==> src/rtl/times_divide_if.sv <==
// ============================================================================
// times_divide_if : start/busy/done handshake and operand/result bundle
// Revision 1.0
// ============================================================================
`default_nettype none

interface times_divide_if #(
  parameter int WIDTH_N = 6,
  parameter int WIDTH_D = 3
);
  logic               start;
  logic [WIDTH_N-1:0] dividend;
  logic [WIDTH_D-1:0] divisor;
  logic [WIDTH_N-1:0] quotient;
  logic [WIDTH_D-1:0] remainder;
  logic               busy;
  logic               done;
  logic               div_by_zero;

  modport master (
    output start, dividend, divisor,
    input  quotient, remainder, busy, done, div_by_zero
  );

  modport slave (
    input  start, dividend, divisor,
    output quotient, remainder, busy, done, div_by_zero
  );
endinterface

`default_nettype wire

==> src/rtl/times_divide.sv <==
// ============================================================================
// times_divide : restoring divider, one quotient bit per clock, MSB first
// Revision 1.0
// ============================================================================
`default_nettype none

module times_divide #(
  parameter int WIDTH_N = 6,
  parameter int WIDTH_D = 3
) (
  input  wire logic    clk,
  input  wire logic    rst,
  times_divide_if.slave bus
);

  localparam int                 CNT_W    = $clog2(WIDTH_N);
  localparam logic [CNT_W-1:0]   CNT_LOAD = CNT_W'(WIDTH_N - 1);
  localparam logic [CNT_W-1:0]   CNT_ONE  = CNT_W'(1);

  typedef enum logic [1:0] {
    S_IDLE = 2'd0,
    S_CALC = 2'd1,
    S_DONE = 2'd2
  } state_t;

  state_t             r_state;
  logic [WIDTH_N-1:0] r_dvd;
  logic [WIDTH_D-1:0] r_dsr;
  logic [WIDTH_D-1:0] r_prem;
  logic [CNT_W-1:0]   r_cnt;
  logic [WIDTH_N-1:0] r_qacc;
  logic [WIDTH_N-1:0] r_quotient;
  logic [WIDTH_D-1:0] r_remainder;
  logic               r_busy;
  logic               r_done;
  logic               r_div_by_zero;

  logic [WIDTH_D:0]   w_shifted;
  logic               w_ge;
  logic [WIDTH_D-1:0] w_rem_next;
  logic [WIDTH_N-1:0] w_quot_next;

  // The stored remainder is always below the divisor, so when the shifted
  // value is >= divisor the difference fits in WIDTH_D bits.
  always_comb begin
    w_shifted   = {r_prem, r_dvd[WIDTH_N-1]};
    w_ge        = (w_shifted >= {1'b0, r_dsr});
    w_rem_next  = w_ge ? (w_shifted[WIDTH_D-1:0] - r_dsr) : w_shifted[WIDTH_D-1:0];
    w_quot_next = {r_qacc[WIDTH_N-2:0], w_ge};
  end

  always_ff @(posedge clk or posedge rst) begin
    if (rst) begin
      r_state       <= S_IDLE;
      r_dvd         <= '0;
      r_dsr         <= '0;
      r_prem        <= '0;
      r_cnt         <= '0;
      r_qacc        <= '0;
      r_quotient    <= '0;
      r_remainder   <= '0;
      r_busy        <= 1'b0;
      r_done        <= 1'b0;
      r_div_by_zero <= 1'b0;
    end else begin
      case (r_state)
        S_IDLE: begin
          if (bus.start) begin
            if (bus.divisor == '0) begin
              r_quotient    <= '1;
              r_remainder   <= '0;
              r_div_by_zero <= 1'b1;
              r_done        <= 1'b1;
              r_state       <= S_DONE;
            end else begin
              r_dvd   <= bus.dividend;
              r_dsr   <= bus.divisor;
              r_prem  <= '0;
              r_qacc  <= '0;
              r_cnt   <= CNT_LOAD;
              r_busy  <= 1'b1;
              r_state <= S_CALC;
            end
          end
        end
        S_CALC: begin
          r_prem <= w_rem_next;
          r_dvd  <= {r_dvd[WIDTH_N-2:0], 1'b0};
          r_qacc <= w_quot_next;
          if (r_cnt == '0) begin
            r_quotient    <= w_quot_next;
            r_remainder   <= w_rem_next;
            r_div_by_zero <= 1'b0;
            r_busy        <= 1'b0;
            r_done        <= 1'b1;
            r_state       <= S_DONE;
          end else begin
            r_cnt <= r_cnt - CNT_ONE;
          end
        end
        S_DONE: begin
          r_done  <= 1'b0;
          r_state <= S_IDLE;
        end
        default: begin
          r_busy  <= 1'b0;
          r_done  <= 1'b0;
          r_state <= S_IDLE;
        end
      endcase
    end
  end

  assign bus.quotient    = r_quotient;
  assign bus.remainder   = r_remainder;
  assign bus.busy        = r_busy;
  assign bus.done        = r_done;
  assign bus.div_by_zero = r_div_by_zero;

endmodule

`default_nettype wire

==> src/flat_wrapper.sv <==
// flat-port wrapper written by rule: the top's interface ports become plain ports
module times_divide_flat 
#(
  parameter int WIDTH_N = 6,
  parameter int WIDTH_D = 3
)
  (clk, rst, bus_start, bus_dividend, bus_divisor, bus_quotient, bus_remainder, bus_busy, bus_done, bus_div_by_zero);
  times_divide_if #(.WIDTH_N(WIDTH_N), .WIDTH_D(WIDTH_D)) bus_i ();
  input  wire logic clk;
  input  wire logic rst;
  input wire logic [$bits(bus_i.start)-1:0] bus_start;
  input wire logic [$bits(bus_i.dividend)-1:0] bus_dividend;
  input wire logic [$bits(bus_i.divisor)-1:0] bus_divisor;
  output wire logic [$bits(bus_i.quotient)-1:0] bus_quotient;
  output wire logic [$bits(bus_i.remainder)-1:0] bus_remainder;
  output wire logic [$bits(bus_i.busy)-1:0] bus_busy;
  output wire logic [$bits(bus_i.done)-1:0] bus_done;
  output wire logic [$bits(bus_i.div_by_zero)-1:0] bus_div_by_zero;
  assign bus_i.start = bus_start;
  assign bus_i.dividend = bus_dividend;
  assign bus_i.divisor = bus_divisor;
  assign bus_quotient = bus_i.quotient;
  assign bus_remainder = bus_i.remainder;
  assign bus_busy = bus_i.busy;
  assign bus_done = bus_i.done;
  assign bus_div_by_zero = bus_i.div_by_zero;
  times_divide #(.WIDTH_N(WIDTH_N), .WIDTH_D(WIDTH_D)) u_core (.clk(clk), .rst(rst), .bus(bus_i));
endmodule
==> config.mk <==
export PLATFORM = sky130hd
export DESIGN_NAME = times_divide_flat
export DESIGN_NICKNAME = d
export VERILOG_FILES = /design/src/rtl/times_divide_if.sv /design/src/rtl/times_divide.sv /design/src/flat_wrapper.sv
export SDC_FILE = /design/constraint.sdc
export NUM_CORES = 1
export LEC_CHECK = 0
export ABC_AREA = 1
export BUFFER_PORTS_ARGS = -buffer_cell sky130_fd_sc_hd__buf_2
export CORE_MARGIN = 2
export CORE_UTILIZATION = 55
export DETAILED_ROUTE_END_ITERATION = 16
export GPL_TIMING_DRIVEN = 1
export PLACE_DENSITY_LB_ADDON = 0.08
export SYNTH_ARGS = -nofsm -noshare
export SYNTH_HDL_FRONTEND = slang
export SYNTH_SLANG_ARGS = --single-unit
export TNS_END_PERCENT = 50
==> constraint.sdc <==
create_clock -name clk -period 1.79 [get_ports clk]
set_input_delay 0.2685 -clock clk [delete_from_list [all_inputs] [get_ports clk]]
set_output_delay 0.2685 -clock clk [all_outputs]
set_load 0.01 [all_outputs]
* Word level (Yosys, flattened, before mapping)
Index checks and enable logic that the tools add are counted.
Cells by class: $add $sub $neg 2, order comparisons 1, equality and inequality tests 7, multiplexer cells 35, bitwise operators 2, reduce and logical (&&, ||, !) cells 11
Operators with widths (number):
- two-way mux 6 bit | 5
- two-way mux 3 bit | 9
- case mux 6 bit (2 select lines) | 2
- case mux 3 bit (2 select lines) | 3
- AND reduction 4 bit | 3
- two-way mux 5 bit | 2
- case mux 5 bit (2 select lines) | 1
- AND reduction 3 bit | 3
- logical NOT 3 bit | 2
- two-way mux 1 bit | 6
- two-way mux 2 bit | 3
- inequality test 2 bit, second input constant | 3
- greater-or-equal comparator 4 x 3 -> 1 bit | 1
- inequality test 2 x 1 -> 1 bit, second input constant | 2
- case mux 1 bit (2 select lines) | 2
- case mux 2 bit (2 select lines) | 1
- case mux 1 bit (3 select lines) | 1
- subtractor 3 x 1 -> 3 bit, second input constant | 1
- subtractor 3 bit | 1
- equality test 2 x 1 -> 1 bit, second input constant | 1
- equality test 2 bit, second input constant | 1
- logical NOT 2 bit | 1
- NOT 1 bit | 2
- AND reduction 2 bit | 1
- nonzero test 2 bit | 1
Word-level totals: flip-flop bits (word level) 34, input port bits 12, output and inout bits 12

* Logic depth before layout (Yosys ltp)
word-level depth 4, mapped depth 10, depth with buffers taken out 10

* Worst setup path after synthesis
No wires, ideal clock.
path type reg-to-reg, start reg u_core.r_dsr[0], end reg u_core.r_remainder[0] (netlist: u_core.bus.remainder[0]), library setup time 65 ps, arrival 1530 ps, setup slack 195 ps, cell stages (with the launch flop) 10, cells stage by stage dfrtp_1 > ha_1 > fa_1 > nand2_1 > nand2_1 > nand2_1 > nand3_1 > nand2_1 > nand2_1 > nand2_1
On the way: cells in the longest elaborated chain, start to end 4
Ends and longest elaborated chain:
- start, declared | line times_divide.sv:28 | logic [WIDTH_D-1:0] r_dsr;
- start signal, assigned | line times_divide.sv:77 | r_dsr <= bus.divisor;
- greater-or-equal comparator 4 x 3 -> 1 bit / subtractor 3 bit (equally long branches) | line times_divide.sv:47, times_divide.sv:48
- two-way mux 3 bit * | line times_divide.sv:48 | w_rem_next = w_ge ? (w_shifted[WIDTH_D-1:0] - r_dsr) : w_shifted[WIDTH_D-1:0];
- two-way mux 3 bit * | line times_divide.sv:90 | if (r_cnt == '0) begin
- case mux 3 bit (2 select lines) * | line times_divide.sv:66 | case (r_state)
- end signal, assigned | line times_divide.sv:92 | r_remainder <= w_rem_next;
- end, declared | line times_divide.sv:33 | logic [WIDTH_D-1:0] r_remainder;
Mark *: on every way between the ends. The rest lies on a longest branch, timed or not. The select of a mux whose other input is x is not followed. A chain may end at the register's enable or synchronous reset.

* Worst setup path after layout
start reg u_core.r_dvd[5], end reg u_core.r_remainder[0] (netlist: u_core.bus.remainder[0])
On the way: cells in the longest elaborated chain, start to end 4
Ends and longest elaborated chain:
- start, declared | line times_divide.sv:27 | logic [WIDTH_N-1:0] r_dvd;
- start signal, assigned | line times_divide.sv:76 | r_dvd <= bus.dividend;
- start signal, assigned | line times_divide.sv:88 | r_dvd <= {r_dvd[WIDTH_N-2:0], 1'b0};
- greater-or-equal comparator 4 x 3 -> 1 bit / subtractor 3 bit (equally long branches) | line times_divide.sv:47, times_divide.sv:48
- two-way mux 3 bit * | line times_divide.sv:48
- two-way mux 3 bit * | line times_divide.sv:90
- case mux 3 bit (2 select lines) * | line times_divide.sv:66
Marked as above.

==> results by group <==
Timing
  • Layout Skew: 0.00713 ns
  • Slew HR: 0.722
  • Final Slew Violations: 0
  • Crit share post-route: 0.930
  • Final worst path period need: 1.66 ns
  • Highest Clock Rate: 601 MHz
  • RSZ-0062 raised after global routing: false
  • Fin worst setup slack: between 0.1 and 0.15 ns
  • Worst-margin pin slew: 0.418 ns
  • Setup TNS: 0 ns
  • Hold WS: 0.174 ns
  • Final setup vio count: 0
  • Final hold viol count: 0

Clocking
  • CTS tree: yes
  • Skew-Pair Late Insertion Delay: 0.34 ns
  • Clock Root Buffer: clkbuf_4
  • CTS Buf Count: 5
  • H-Tree Depth: 2
  • Clk sinks: 34
  • Clk pin slew, worst setup/hold paths: 0.10 ns
  • Max clock buf depth: 2

Yosys
  • Post-synth EDFFs: 0
  • Top cells by area, synth: dfrtp_1, nand2_1, inv_1
  • Synth Net Count: roughly 210
  • Syn avg cell area: 8.53 µm²
  • Syn. warnings: 0
  • Ys async rst share: 1.00
  • Ys flop type: dfrtp_1
  • Mapped Area: approximately 1600 µm²
  • Cell count after synthesis: between 150 and 200
  • Sequential share of the synthesized area: 0.517
  • Leading area contributor after synthesis: dfrtp_1
  • Flops & latches, synth: 34
  • Synth unique cells: 23
  • Synth top area share: 0.517

Worst setup path
  • Worst Path Arrival: 1.95 ns
  • CP max stage cell: fa_2
  • Worst path cell trace: inv_1 -> ha_1 -> fa_2 -> nand2_1 -> nand2_1 -> nand2_2 -> nand3_1 -> nand2_1 -> nand2_1 -> nand2_1
  • CP startpoint: u_core.r_dvd[5]
  • Worst path most repeated cell: nand2_1
  • Critical path launch point type: register
  • Critical Path End Type: register
  • Buf+Inv Stages, Crit Path: 1
  • Cell family with the largest share of critical-path delay: adder cells
  • Slowest stage delay, CP: 0.40 ns
  • Crit-path max FO: 4
  • CP Data Required Time: 2.08 ns
  • Reg-to-Reg Start: u_core.r_dvd[5]
  • Critical path type: reg -> reg

Floorplanning
  • Io pins: 24
  • Rows: 19
  • Die Y: 58.7 µm
  • Effective utilization at floorplan: 0.587
  • Die area: around 3400 µm²
  • Die W: about 59 µm
  • Total core area: 2810 µm²

Finish
  • Fill count: approximately 240
  • Inserted Diodes: 0
  • Multi-input gate area: 663 µm²
  • Most frequent cells in the layout: nand2_1, dfrtp_1, buf_2, inv_1, o21ai_1
  • Non-filler cells, final: 255
  • Nets@finish: around 240
  • Fraction of layout cells with a size suffix above 1: 0.237
  • Final instance area: 1890 µm²
  • Commonest non-fill, non-tap cell in the layout: nand2_1
  • Final Util: 0.673
  • Layout overhead on the synthesized area: 14.7%
  • Area occupied by registers: 851 µm²

Hold path
  • Worst Hold Class: in -> reg
  • Worst hold start: bus_divisor[1]

Detailed routing
  • Via count: ~1300
  • Final wirelength: between 3000 and 4000 µm
  • Avg WL per Cell: between 10 and 15 µm
  • Drt pass-1 iters: 10
  • DRC viols: 2
  • 1st-iter DRT viols: 62
  • Routed Antenna Nets: 0
  • Vias per Instance: 5.11

Placed design
  • Pre-CTS setup slack: about 0.042 ns
  • Detailed placement HPWL: 2140 µm
  • Area after DPL: 1780 µm²
  • Buffers on Ports: 23
  • Placed Cells incl. Taps: 245
  • Final weighted congestion in routability-driven placement: 0.867

Power and ir drop
  • Static leakage: about 1.0 nW
  • P_int: 2.11 mW
  • Switching share of power: 0.443
  • Pwr/cell area: 2010 nW/µm²
  • Combinational share of power: 0.502
  • Tot Pwr: around 3.8 mW
  • Clock power frac: 0.150
  • P_sw: around 1.7 mW
  • Sequential share of power: 0.348
  • Max VDD drop: 0.000984 V

Global routing
  • All-Layer GR Usage: 0.204
  • Initial antenna violation count: 0
  • GR Overflow Total: 0
  • First-pass GRT wire length: 5240 µm
  • Number of global-route vias before repair: 1268
  • Largest net degree at the start of global routing: 35

Job
  • Max-cap violations: 0

Outcome
  • Failing checks: design-rule violations
  • Status: finished, violations left
power by group through the flow:
stage               clock [mW]  combinational [mW]  sequential [mW]
finish                   0.569                1.91             1.32
global placement             0                1.78             1.32
floorplan                    0                1.44             1.35
CTS                      0.585                1.87             1.32
global route             0.619                2.21             1.35
detailed placement           0                1.86             1.33
state kept, by name, summed over array words and instances, names as in the netlist:
name                    flops
u_core.bus.busy             1
u_core.bus.div_by_zero      1
u_core.bus.done             1
u_core.bus.quotient         6
u_core.bus.remainder        3
u_core.r_cnt                3
u_core.r_dsr                3
u_core.r_dvd                6
u_core.r_prem               3
u_core.r_qacc               5
u_core.r_state              2
worst paths after layout:
path	to	slack [ns]	cells after the start
setup / recovery	u_core.bus.remainder[0]	0.13	10
hold / removal	u_core.r_dsr[1]	0.17	3
setup reg to reg	u_core.bus.remainder[0]	0.13	10
hold reg to reg	u_core.bus.quotient[3]	0.49	2
max in group asynchronous	u_core.r_dvd[5]	0.95	4
min in group asynchronous	u_core.bus.quotient[1]	0.54	4
metal layers:
| metal | wire length [µm] | GRT usage | part of all wire | vias up |
|---|---|---|---|---|
| li1 | - | - | - | 666 |
| met1 | 1380 | 0.231 | 0.45 | 603 |
| met2 | 1470 | 0.364 | 0.49 | 28 |
| met3 | 133 | 0.0659 | 0.044 | 6 |
| met4 | 48 | 0.0682 | 0.016 | 0 |
| met5 | 0 | 0 | 0 | - |
layout make-up:
| class | count | area share |
|---|---|---|
| sequential | 34 | 0.451 |
| multi-input combinational | 127 | 0.351 |
| timing repair buffer | 27 | 0.0782 |
| inverter | 28 | 0.0557 |
| clock inverter | 3 | 0.0239 |
| tap | 31 | 0.0205 |
| clock buffer | 5 | 0.0199 |
kinds of logic (layout without fill, tap and decap cells):
| family | after synthesis | after routing | synth area share |
|---|---|---|---|
| buffers and inverters | 32 | 63 | 0.0836 |
| XOR/XNOR | 1 | 1 | 0.00532 |
| AO/OA/AOI/OAI | 30 | 30 | 0.105 |
| adder cells (fa/ha/maj) | 6 | 6 | 0.0502 |
| AND/OR/NAND/NOR | 90 | 90 | 0.239 |
| flip-flops | 34 | 34 | 0.517 |
what timing repair did:
action | CTS | global route
hold buffers | 1 | 0
buffers inserted | 0 | 1
hold endpoints to repair | 12 | 0
endpoints found under the setup margin | 0 | 5
gates resized for setup | 0 | 2
worst min-delay path, cell delays in order:
cell,delay [ns]
buf_2,0.09
inv_1,0.06
o21ai_1,0.06
synthesized netlist by cell type, types with 2 or more instances:
| library cell | n |
|---|---|
| inv_2 | 5 |
| nor2_1 | 9 |
| inv_1 | 22 |
| buf_6 | 2 |
| nand2_1 | 62 |
| buf_2 | 2 |
| ha_1 | 5 |
| o21ai_2 | 6 |
| nand4_1 | 3 |
| dfrtp_1 | 34 |
| nand3_1 | 10 |
| o21ai_0 | 11 |
| o21ai_1 | 12 |
Power figures use the tool's default switching activity.
